--- src/rtl/param_seq_multiplier.sv ---
// -----------------------------------------------------------------------------
// param_seq_multiplier
//   Radix-2 shift-add sequential multiplier with unsigned or two's-complement
//   operands. The operands are captured as magnitudes and the product sign is
//   applied in a single fix-up cycle. Fixed latency is WIDTH+1 edges from the
//   capture edge to Done.
//
//   Optional feature macro: MULT_EARLY_TERM_EN
//     When defined, CALC ends as soon as the remaining multiplier bits are all
//     zero (minimum of one iteration). FIX then re-aligns the partially shifted
//     accumulator, so the product is the same as in fixed-latency mode.
//
// Ports
//   Clk     in   clock, rising edge
//   Rst_n   in   asynchronous active-low reset
//   St      in   start request (level, sampled in IDLE only)
//   Sgn     in   1 = two's-complement operands, 0 = unsigned
//   Mplier  in   multiplier   [WIDTH-1:0]
//   Mcand   in   multiplicand [WIDTH-1:0]
//   Busy    out  high in CALC and FIX
//   Done    out  high in DONE
//   Result  out  registered product [2*WIDTH-1:0]
//
// state | meaning
// IDLE  | waiting for St; Result holds the last product
// CALC  | one add/shift iteration per cycle
// FIX   | sign fix-up, Result written
// DONE  | Done held until St is seen low
// -----------------------------------------------------------------------------
module param_seq_multiplier #(
  parameter int WIDTH = 8
) (
  input  logic                 Clk,
  input  logic                 Rst_n,
  input  logic                 St,
  input  logic                 Sgn,
  input  logic [WIDTH-1:0]     Mplier,
  input  logic [WIDTH-1:0]     Mcand,
  output logic                 Busy,
  output logic                 Done,
  output logic [2*WIDTH-1:0]   Result
);

  localparam int CW = $clog2(WIDTH + 1);

  typedef enum logic [1:0] {IDLE, CALC, FIX, DONE} state_t;

  state_t               state_q;
  logic [2*WIDTH:0]     acc_q;      // {carry, partial product, remaining multiplier}
  logic [WIDTH-1:0]     mcand_q;
  logic                 sign_q;
  logic [CW-1:0]        cnt_q;      // iterations still to run
  logic                 busy_q;
  logic                 done_q;
  logic [2*WIDTH-1:0]   result_q;
`ifdef MULT_EARLY_TERM_EN
  logic [WIDTH-1:0]     mrem_q;     // multiplier bits not yet consumed
`endif

  logic [WIDTH-1:0]     mplier_mag;
  logic [WIDTH-1:0]     mcand_mag;
  logic [WIDTH:0]       sum_d;
  logic [2*WIDTH:0]     acc_d;
  logic                 last_iter;
  logic [2*WIDTH-1:0]   prod;
  logic [2*WIDTH-1:0]   fix_val;

  always_comb begin
    mplier_mag = (Sgn && Mplier[WIDTH-1]) ? (~Mplier + WIDTH'(1)) : Mplier;
    mcand_mag  = (Sgn && Mcand[WIDTH-1])  ? (~Mcand  + WIDTH'(1)) : Mcand;

    sum_d = acc_q[2*WIDTH:WIDTH] + (acc_q[0] ? {1'b0, mcand_q} : '0);
    acc_d = {sum_d, acc_q[WIDTH-1:0]} >> 1;

`ifdef MULT_EARLY_TERM_EN
    last_iter = (cnt_q == CW'(1)) || ((mrem_q >> 1) == '0);
    // Skipped iterations would only have shifted right, so apply them at once.
    prod      = acc_q[2*WIDTH-1:0] >> cnt_q;
`else
    last_iter = (cnt_q == CW'(1));
    prod      = acc_q[2*WIDTH-1:0];
`endif

    fix_val = sign_q ? ((2*WIDTH)'(0) - prod) : prod;
  end

  always_ff @(posedge Clk or negedge Rst_n) begin
    if (!Rst_n) begin
      state_q  <= IDLE;
      acc_q    <= '0;
      mcand_q  <= '0;
      sign_q   <= 1'b0;
      cnt_q    <= '0;
      busy_q   <= 1'b0;
      done_q   <= 1'b0;
      result_q <= '0;
`ifdef MULT_EARLY_TERM_EN
      mrem_q   <= '0;
`endif
    end else begin
      case (state_q)
        IDLE: begin
          if (St) begin
            acc_q   <= {(WIDTH+1)'(0), mplier_mag};
            mcand_q <= mcand_mag;
            sign_q  <= Sgn & (Mplier[WIDTH-1] ^ Mcand[WIDTH-1]);
            cnt_q   <= CW'(WIDTH);
`ifdef MULT_EARLY_TERM_EN
            mrem_q  <= mplier_mag;
`endif
            busy_q  <= 1'b1;
            state_q <= CALC;
          end
        end
        CALC: begin
          acc_q <= acc_d;
          cnt_q <= cnt_q - CW'(1);
`ifdef MULT_EARLY_TERM_EN
          mrem_q <= mrem_q >> 1;
`endif
          if (last_iter) state_q <= FIX;
        end
        FIX: begin
          result_q <= fix_val;
          busy_q   <= 1'b0;
          done_q   <= 1'b1;
          state_q  <= DONE;
        end
        DONE: begin
          if (!St) begin
            done_q  <= 1'b0;
            state_q <= IDLE;
          end
        end
        default: state_q <= IDLE;
      endcase
    end
  end

  assign Busy   = busy_q;
  assign Done   = done_q;
  assign Result = result_q;

endmodule

--- config.mk ---
export PLATFORM = sky130hd
export DESIGN_NAME = param_seq_multiplier
export DESIGN_NICKNAME = d
export VERILOG_FILES = /design/src/rtl/param_seq_multiplier.sv
export SDC_FILE = /design/constraint.sdc
export NUM_CORES = 1
export LEC_CHECK = 0
export BUFFER_PORTS_ARGS = -buffer_cell sky130_fd_sc_hd__buf_2
export CORE_AREA = 2 2 81 83
export CTS_CLUSTER_DIAMETER = 30
export DETAILED_ROUTE_END_ITERATION = 16
export DIE_AREA = 0 0 83 85
export GPL_ROUTABILITY_DRIVEN = 1
export PLACE_DENSITY = 0.87
export SYNTH_ARGS = -nofsm -noshare
export SYNTH_HDL_FRONTEND = slang
export SYNTH_SLANG_ARGS = --single-unit
--- constraint.sdc ---
create_clock -name Clk -period 2.4 [get_ports Clk]
set_input_delay 0.48 -clock Clk [delete_from_list [all_inputs] [get_ports Clk]]
set_output_delay 0.48 -clock Clk [all_outputs]
set_load 0.05 [all_outputs]
==> results by group, run 1 <==
Run status
  – Status: finished clean

Worst setup path
  – Setup crit start kind: flop
  – Crit. End Element: flop
  – CP Data Arrival Time: 2.45 ns
  – Critical path peak fanout: 4
  – FF-to-FF path depth: 7
  – Worst Path Required: 2.60 ns
  – WS Path Type: flop to flop

Logic synthesis
  – Flops & latches, synth: 49
  – Syn_nets: 392
  – Synth async-reset ratio: 1.00
  – Avg Synthesized Cell Area: 8.95 um2
  – Leading post-synthesis cells by cell area: dfrtp_1 (39%), ha_1 (6.7%), a21oi_1 (4.4%), nor2_1 (4.0%), nand2_1 (3.9%)
  – Top-count cell post-synth: dfrtp_1
  – Synth top cells by count: dfrtp_1 (49), nor2_1 (34), nand2_1 (33)
  – Mapped Cells: 354
  – Leading area contributor after synthesis: dfrtp_1
  – Synth top area share: 0.387
  – Post-synthesis sequential area ratio: 0.387
  – Main synth FF type: dfrtp_1
  – Ys Warns: 0
  – Post-synth EDFFs: 0
  – Post-synthesis cell type count: 58
  – Post-Syn Area: 0.00317 mm2

Layout
  – FILL cells: 560
  – ANT cells: 0
  – Multi-input gate area: 0.00180 mm2
  – Reg area: 0.00123 mm2
  – Layout Cells excl Fill: 471
  – Fraction of layout cells with a size suffix above 1: 0.175
  – P&R area growth vs syn: 12.0%
  – NumNets Final: 431
  – Post-layout util: 0.572

Floorplanning
  – Die H: 85 um
  – Row cnt: 29
  – Chip Width: 83 um
  – DIE AREA: 0.00706 mm2
  – Initial Util: 0.511
  – Core ar.: 0.00620 mm2
  – I/O pins: 38

Clock network
  – CTS sink count: 49
  – Clock Path Buffers: 2
  – H-tree depth: 2
  – Clk slew on worst S/H paths: 0.08 ns
  – TritonCTS Buffers: 5
  – CTS Root Cell: clkbuf_8
  – CTS resizes: 0
  – Clk Latency, worst-skew pair: 0.30 ns
  – # hold bufs at CTS: 1
  – Post-CTS setup buffers: 0
  – CTS tree: built

Placement
  – Detailed placement HPWL: 5340 um
  – RePlAce Congestion: 0.933
  – Port buffer count: 37
  – Placed instance count: 462
  – DP Worst Slack: 0.181 ns

Timing
  – Final Skew: 0.00707 ns
  – Final Max Slew Viols: 0
  – Tcrit/Tclk final: 0.934
  – RSZ-0062 raised after global routing: false
  – Setup TNS: 0 ns
  – Final worst slack: 0.157 ns
  – Rel. slew slack: 0.658
  – Setup Viol. Count Final: 0
  – Fin crit period: 2.24 ns
  – Worst Tran Pin Value: 0.509 ns
  – Final-report hold violation count: 0
  – Max Clock Freq: 446 MHz

Pwr
  – Tot Pwr: 4.68 mW
  – Static Leak: 1.61 nW
  – PD cells: 1320 mW/mm2
  – Worst ir drop on vdd: 0.000687 V

Worst hold path
  – Min-Delay Path Depth: 3
  – Tightest Hold Check Type: primary input to flop

Routing
  – Detail Route Antenna Nets: 0
  – DR pass1 iterations: 4
  – Wire length per cell: 14.8 um
  – Drt first-iter violations: 174
  – Post-Route WL: 6980 um
  – Post-route DRC: 0
  – Via count: 2754
  – Vias per inst: 5.85

GRT
  – Met1 usage: 0.261
  – First-pass GRT wire length: 11900 um
  – All-Layer GR Usage: 0.202
  – Pin count of the biggest net entering global routing: 34
  – Met3 usage: 0.0418
  – Gr busiest metal: met2
  – Vias in the first global route: 2655
  – Initial antenna violation count: 0
  – GR Layer Usage met2: 0.350
  – GR Overflow Total: 0

Job
  – Max Cap Viol: 0
==> layout by cell type, fill, tap and decap left out, types with 2 or more instances in the layout <==
cell,n
nand2b_1,2
dfrtp_1,49
or3_1,7
o21ai_0,20
nor2b_1,3
o22ai_1,10
a211oi_1,3
and2_1,9
a21oi_1,28
xnor2_1,14
nand3b_1,2
a31oi_1,4
o21ai_1,3
or4_4,2
o31ai_1,3
xor2_1,8
buf_4,11
o211ai_1,2
nand2_1,33
nor3b_1,3
nor3_2,2
nor2_1,34
ha_1,17
o311a_1,2
clkbuf_1,3
mux2i_1,6
nor3_1,5
or2_2,2
nand3_1,8
clkbuf_8,5
a211o_1,5
a22o_1,3
inv_1,18
buf_2,37
mux2_2,7
==> metrics by stage <==
stage	area (um2)	hold slack [ns]
floorplan	3170	0.184
global placement	3460	0.280
detailed placement	3460	0.279
CTS	3550	0.477
global route	3550	0.471
finish	3550	0.473
==> where the power goes <==
group	internal [mW]	leakage (nW)	total [mW]	switching [mW]
Sequential	1.19	0.591	1.54	0.348
Clock	0.208	0.0395	0.472	0.264
Combinational	0.995	0.975	2.67	1.68
Total	2.39	1.61	4.68	2.29
==> per-layer routing <==
metal	share of wire	wire length, um
met3	0.055	383
met4	0.0090	63
met5	0	0
met2	0.50	3500
met1	0.44	3040
==> cells by family after synthesis <==
| kind of cell | synth area share |
|---|---|
| AND/OR/NAND/NOR | 0.193 |
| AO/OA/AOI/OAI | 0.198 |
| flip-flops | 0.387 |
| buffers and inverters | 0.0442 |
| XOR/XNOR | 0.0608 |
| adder cells (fa/ha/maj) | 0.0734 |
| multiplexers | 0.0438 |
==> cell type report <==
cell class	count	area share
sequential	49	0.345
clock buffer	8	0.0226
inverter	18	0.0190
multi-input combinational	270	0.508
timing repair buffer	49	0.0782
tap	77	0.0271
==> flip-flops by register name, summed over array words and instances, names as in the netlist <==
register and flops:
sign_q 1, acc_q 16, Busy 1, Done 1, state_q 2, mcand_q 8, cnt_q 4, Result 16
==> path summary, 6_finish.rpt <==
check / to / slack, ns / start
hold / removal: mcand_q[0] / 0.47 / Mcand[0]
hold reg to reg: mcand_q[1] / 0.48 / mcand_q[1]
setup / recovery: acc_q[13] / 0.16 / acc_q[0]
max in group asynchronous: acc_q[15] / 1.37 / Rst_n
setup reg to reg: acc_q[13] / 0.16 / acc_q[0]
min in group asynchronous: mcand_q[1] / 0.50 / Rst_n
==> critical path: stages, from the launching register on <==
cell and delay (ns):
dfrtp_1 0.40, and2_1 0.14, ha_1 0.21, fa_1 0.41, a21oi_1 0.23, o21ai_0 0.16
o311a_1 0.33, o31ai_1 0.25
No activity file was read; power rests on OpenSTA's default activity.
==> run 2: changes to the inputs <==
ABC_AREA = 1   (was not set)
CELL_PAD_IN_SITES_DETAIL_PLACEMENT = 0   (was not set)
CELL_PAD_IN_SITES_GLOBAL_PLACEMENT = 1   (was not set)
CORE_AREA = 2 2 94 96   (was 2 2 81 83)
DIE_AREA = 0 0 96 98   (was 0 0 83 85)
PLACE_DENSITY = 0.85   (was 0.87)
==> results by group, run 2 <==
Clock network
  – Post-CTS setup buffers: 0 (unchanged)
  – Clk slew on worst S/H paths: 0.09 ns (was 0.08 ns)
  – H-tree depth: 2 (unchanged)
  – Clock Path Buffers: 2 (unchanged)
  – CTS resizes: 0 (unchanged)
  – TritonCTS Buffers: 5 (unchanged)
  – CTS Root Cell: clkbuf_8 (unchanged)
  – # hold bufs at CTS: 0 (was 1)
  – Clk Latency, worst-skew pair: 0.30 ns (about the same)
  – CTS sink count: 49 (unchanged)
  – CTS tree: built (unchanged)

Logic synthesis
  – Main synth FF type: dfrtp_1 (unchanged)
  – Post-synthesis cell type count: 34 (was 58)
  – Synth async-reset ratio: 1.00 (unchanged)
  – Synth top cells by count: nand2_1 (119), inv_1 (54), dfrtp_1 (49) (was dfrtp_1 (49), nor2_1 (34), nand2_1 (33))
  – Leading post-synthesis cells by cell area: dfrtp_1 (40%), nand2_1 (14%), ha_1 (6.9%), o21ai_0 (6.7%), inv_1 (6.6%) (was dfrtp_1 (39%), ha_1 (6.7%), a21oi_1 (4.4%), nor2_1 (4.0%), nand2_1 (3.9%))
  – Synth top area share: 0.398 (was 0.387)
  – Flops & latches, synth: 49 (unchanged)
  – Avg Synthesized Cell Area: 7.47 um2 (was 8.95 um2)
  – Mapped Cells: 413 (was 354)
  – Post-Syn Area: 0.00308 mm2 (was 0.00317 mm2)
  – Ys Warns: 0 (unchanged)
  – Post-synthesis sequential area ratio: 0.398 (was 0.387)
  – Syn_nets: 451 (was 392)
  – Post-synth EDFFs: 0 (unchanged)
  – Leading area contributor after synthesis: dfrtp_1 (unchanged)
  – Top-count cell post-synth: nand2_1 (was dfrtp_1)

Pwr
  – PD cells: 1340 mW/mm2 (was 1320 mW/mm2)
  – Tot Pwr: 4.69 mW (was 4.68 mW)
  – Static Leak: 1.88 nW (was 1.61 nW)
  – Worst ir drop on vdd: 0.000677 V (was 0.000687 V)

Placement
  – DP Worst Slack: 0.522 ns (was 0.181 ns)
  – Detailed placement HPWL: 5370 um (was 5340 um)
  – Area after DPL: 0.00338 mm2 (was 0.00346 mm2)
  – Port buffer count: 37 (unchanged)
  – RePlAce Congestion: 0.868 (was 0.933)

Layout
  – FILL cells: 870 (was 560)
  – ANT cells: 0 (unchanged)
  – P&R area growth vs syn: 13.3% (was 12.0%)
  – Post-layout instance area: 0.00349 mm2 (was 0.00355 mm2)
  – NumNets Final: 491 (was 431)
  – Multi-input gate area: 0.00159 mm2 (was 0.00180 mm2)
  – Reg area: 0.00123 mm2 (unchanged)
  – Fraction of layout cells with a size suffix above 1: 0.132 (was 0.175)
  – Leading cell types in the layout, fill and taps excluded: nand2_1 (119), inv_1 (54), dfrtp_1 (49) (was dfrtp_1 (49), buf_2 (37), nor2_1 (34))
  – Commonest non-fill, non-tap cell in the layout: nand2_1 (was dfrtp_1)

Timing
  – Rel. slew slack: 0.441 (was 0.658)
  – Max Clock Freq: 530 MHz (was 446 MHz)
  – Setup Viol. Count Final: 0 (unchanged)
  – Final Max Slew Viols: 0 (unchanged)
  – Fin crit period: 1.89 ns (was 2.24 ns)
  – Final worst slack: 0.515 ns (was 0.157 ns)
  – Final-report hold violation count: 0 (unchanged)
  – Tcrit/Tclk final: 0.786 (was 0.934)
  – Final Skew: 0.00660 ns (was 0.00707 ns)
  – RSZ-0062 raised after global routing: false (unchanged)
  – Setup TNS: 0 ns (unchanged)
  – Worst Tran Pin Value: 0.839 ns (was 0.509 ns)

Routing
  – Vias per inst: 4.77 (was 5.85)
  – Wire length per cell: 12.2 um (was 14.8 um)
  – DR pass1 iterations: 4 (unchanged)
  – Post-Route WL: 6880 um (was 6980 um)
  – Met1 wire length: 3460 um (was 3040 um)
  – Via count: 2682 (was 2754)
  – Detail Route Antenna Nets: 0 (unchanged)
  – Post-route DRC: 0 (unchanged)
  – WL met2: 3090 um (was 3500 um)
  – Top layer in use: met4 (unchanged)
  – Drt first-iter violations: 91 (was 174)
  – Met3 wire len: 252 um (was 383 um)

Worst setup path
  – R2R Setup Slk: 0.51 ns (was 0.16 ns)
  – Setup crit start kind: flop (unchanged)
  – Top delay family on crit path: adder cells (was compound AO/OA/AOI/OAI gates)
  – WS Path Type: flop to flop (unchanged)
  – Worst Path Required: 2.59 ns (was 2.60 ns)
  – Crit path buf inv count: 1 (was 0)
  – Critical Path, Cell by Cell: nand2_1 > inv_1 > ha_1 > fa_1 > nand3_1 > nand2_1 > nand3_1 > nor2_1 > o21ai_0 > nand2_1 (was and2_1 > ha_1 > fa_1 > a21oi_1 > o21ai_0 > o311a_1 > o31ai_1)
  – Crit-path most repeated cell: nand2_1
  – Crit. End Element: flop (unchanged)
  – Slowest stage delay, CP: 0.49 ns (was 0.41 ns)
  – CP Data Arrival Time: 2.08 ns (was 2.45 ns)
  – Slowest cell on crit path: dfrtp_1 (was fa_1)
  – Critical path peak fanout: 10 (was 4)

Floorplanning
  – Core ar.: 0.00847 mm2 (was 0.00620 mm2)
  – DIE AREA: 0.00941 mm2 (was 0.00706 mm2)
  – I/O pins: 38 (unchanged)
  – Die H: 98 um (was 85 um)
  – Initial Util: 0.364 (was 0.511)
  – Chip Width: 96 um (was 83 um)
  – Row cnt: 34 (was 29)

Run status
  – Status: finished clean (unchanged)

Job
  – Max Cap Viol: 0 (unchanged)

GRT
  – GR Overflow Total: 0 (unchanged)
  – All-Layer GR Usage: 0.159 (was 0.202)
  – First-pass GRT wire length: 12000 um (was 11900 um)
  – Vias in the first global route: 2652 (was 2655)
  – Pin count of the biggest net entering global routing: 38 (was 34)
  – Initial antenna violation count: 0 (unchanged)

Worst hold path
  – Tightest Hold Check Type: primary input to asynchronous set/reset pin (was primary input to flop)
==> run 2: logic make-up (layout without fill, tap and decap cells) <==
kind of cell             Yosys count  count (layout)  synth area share
adder cells (fa/ha/maj)           18              18            0.0755
AND/OR/NAND/NOR                  195             195             0.270
flip-flops                        49              49             0.398
AO/OA/AOI/OAI                     76              76             0.138
buffers and inverters             64             105            0.0872
XOR/XNOR                          11              11            0.0312
==> run 2: layout make-up <==
cell class / count / share of cell area
Clock inverter: 1 / 0.00860
Clock buffer: 7 / 0.0247
Timing Repair Buffer: 41 / 0.0616
Inverter: 56 / 0.0605
Tap cell: 108 / 0.0387
Multi-Input combinational cell: 300 / 0.455
Sequential cell: 49 / 0.351
==> run 2: per-layer routing <==
metal | vias up | track usage
met5 | - | 0
met4 | 0 | 0.0473
met3 | 6 | 0.0262
met2 | 53 | 0.252
met1 | 1201 | 0.221
li1 | 1422 | -
==> run 2: where the power goes <==
part | leakage (nW) | switching (mW) | internal [mW]
logic | 1.21 | 1.79 | 0.803
clock network | 0.0585 | 0.268 | 0.340
registers | 0.611 | 0.290 | 1.20
total | 1.88 | 2.35 | 2.34
==> run 2: stage by stage <==
step	util	hold WS [ns]	cells
6_report	0.413	0.283	562
4_1_cts	0.413	0.306	562
3_5_place_dp	0.399	0.462	554
2_1_floorplan	-	0.184	413
3_3_place_gp	0.399	0.458	554
5_1_grt	0.413	0.339	562
==> run 2: worst paths after layout <==
check | from | end | cells past startpoint
setup reg to reg | acc_q[0] | acc_q[15] | 10
hold / removal | Rst_n | Result[2] | 1
hold reg to reg | Result[15] | Result[15] | 2
max in group asynchronous | Rst_n | Result[15] | 2
setup / recovery | acc_q[0] | acc_q[15] | 10
min in group Clk | Result[15] | Result[15] | 2
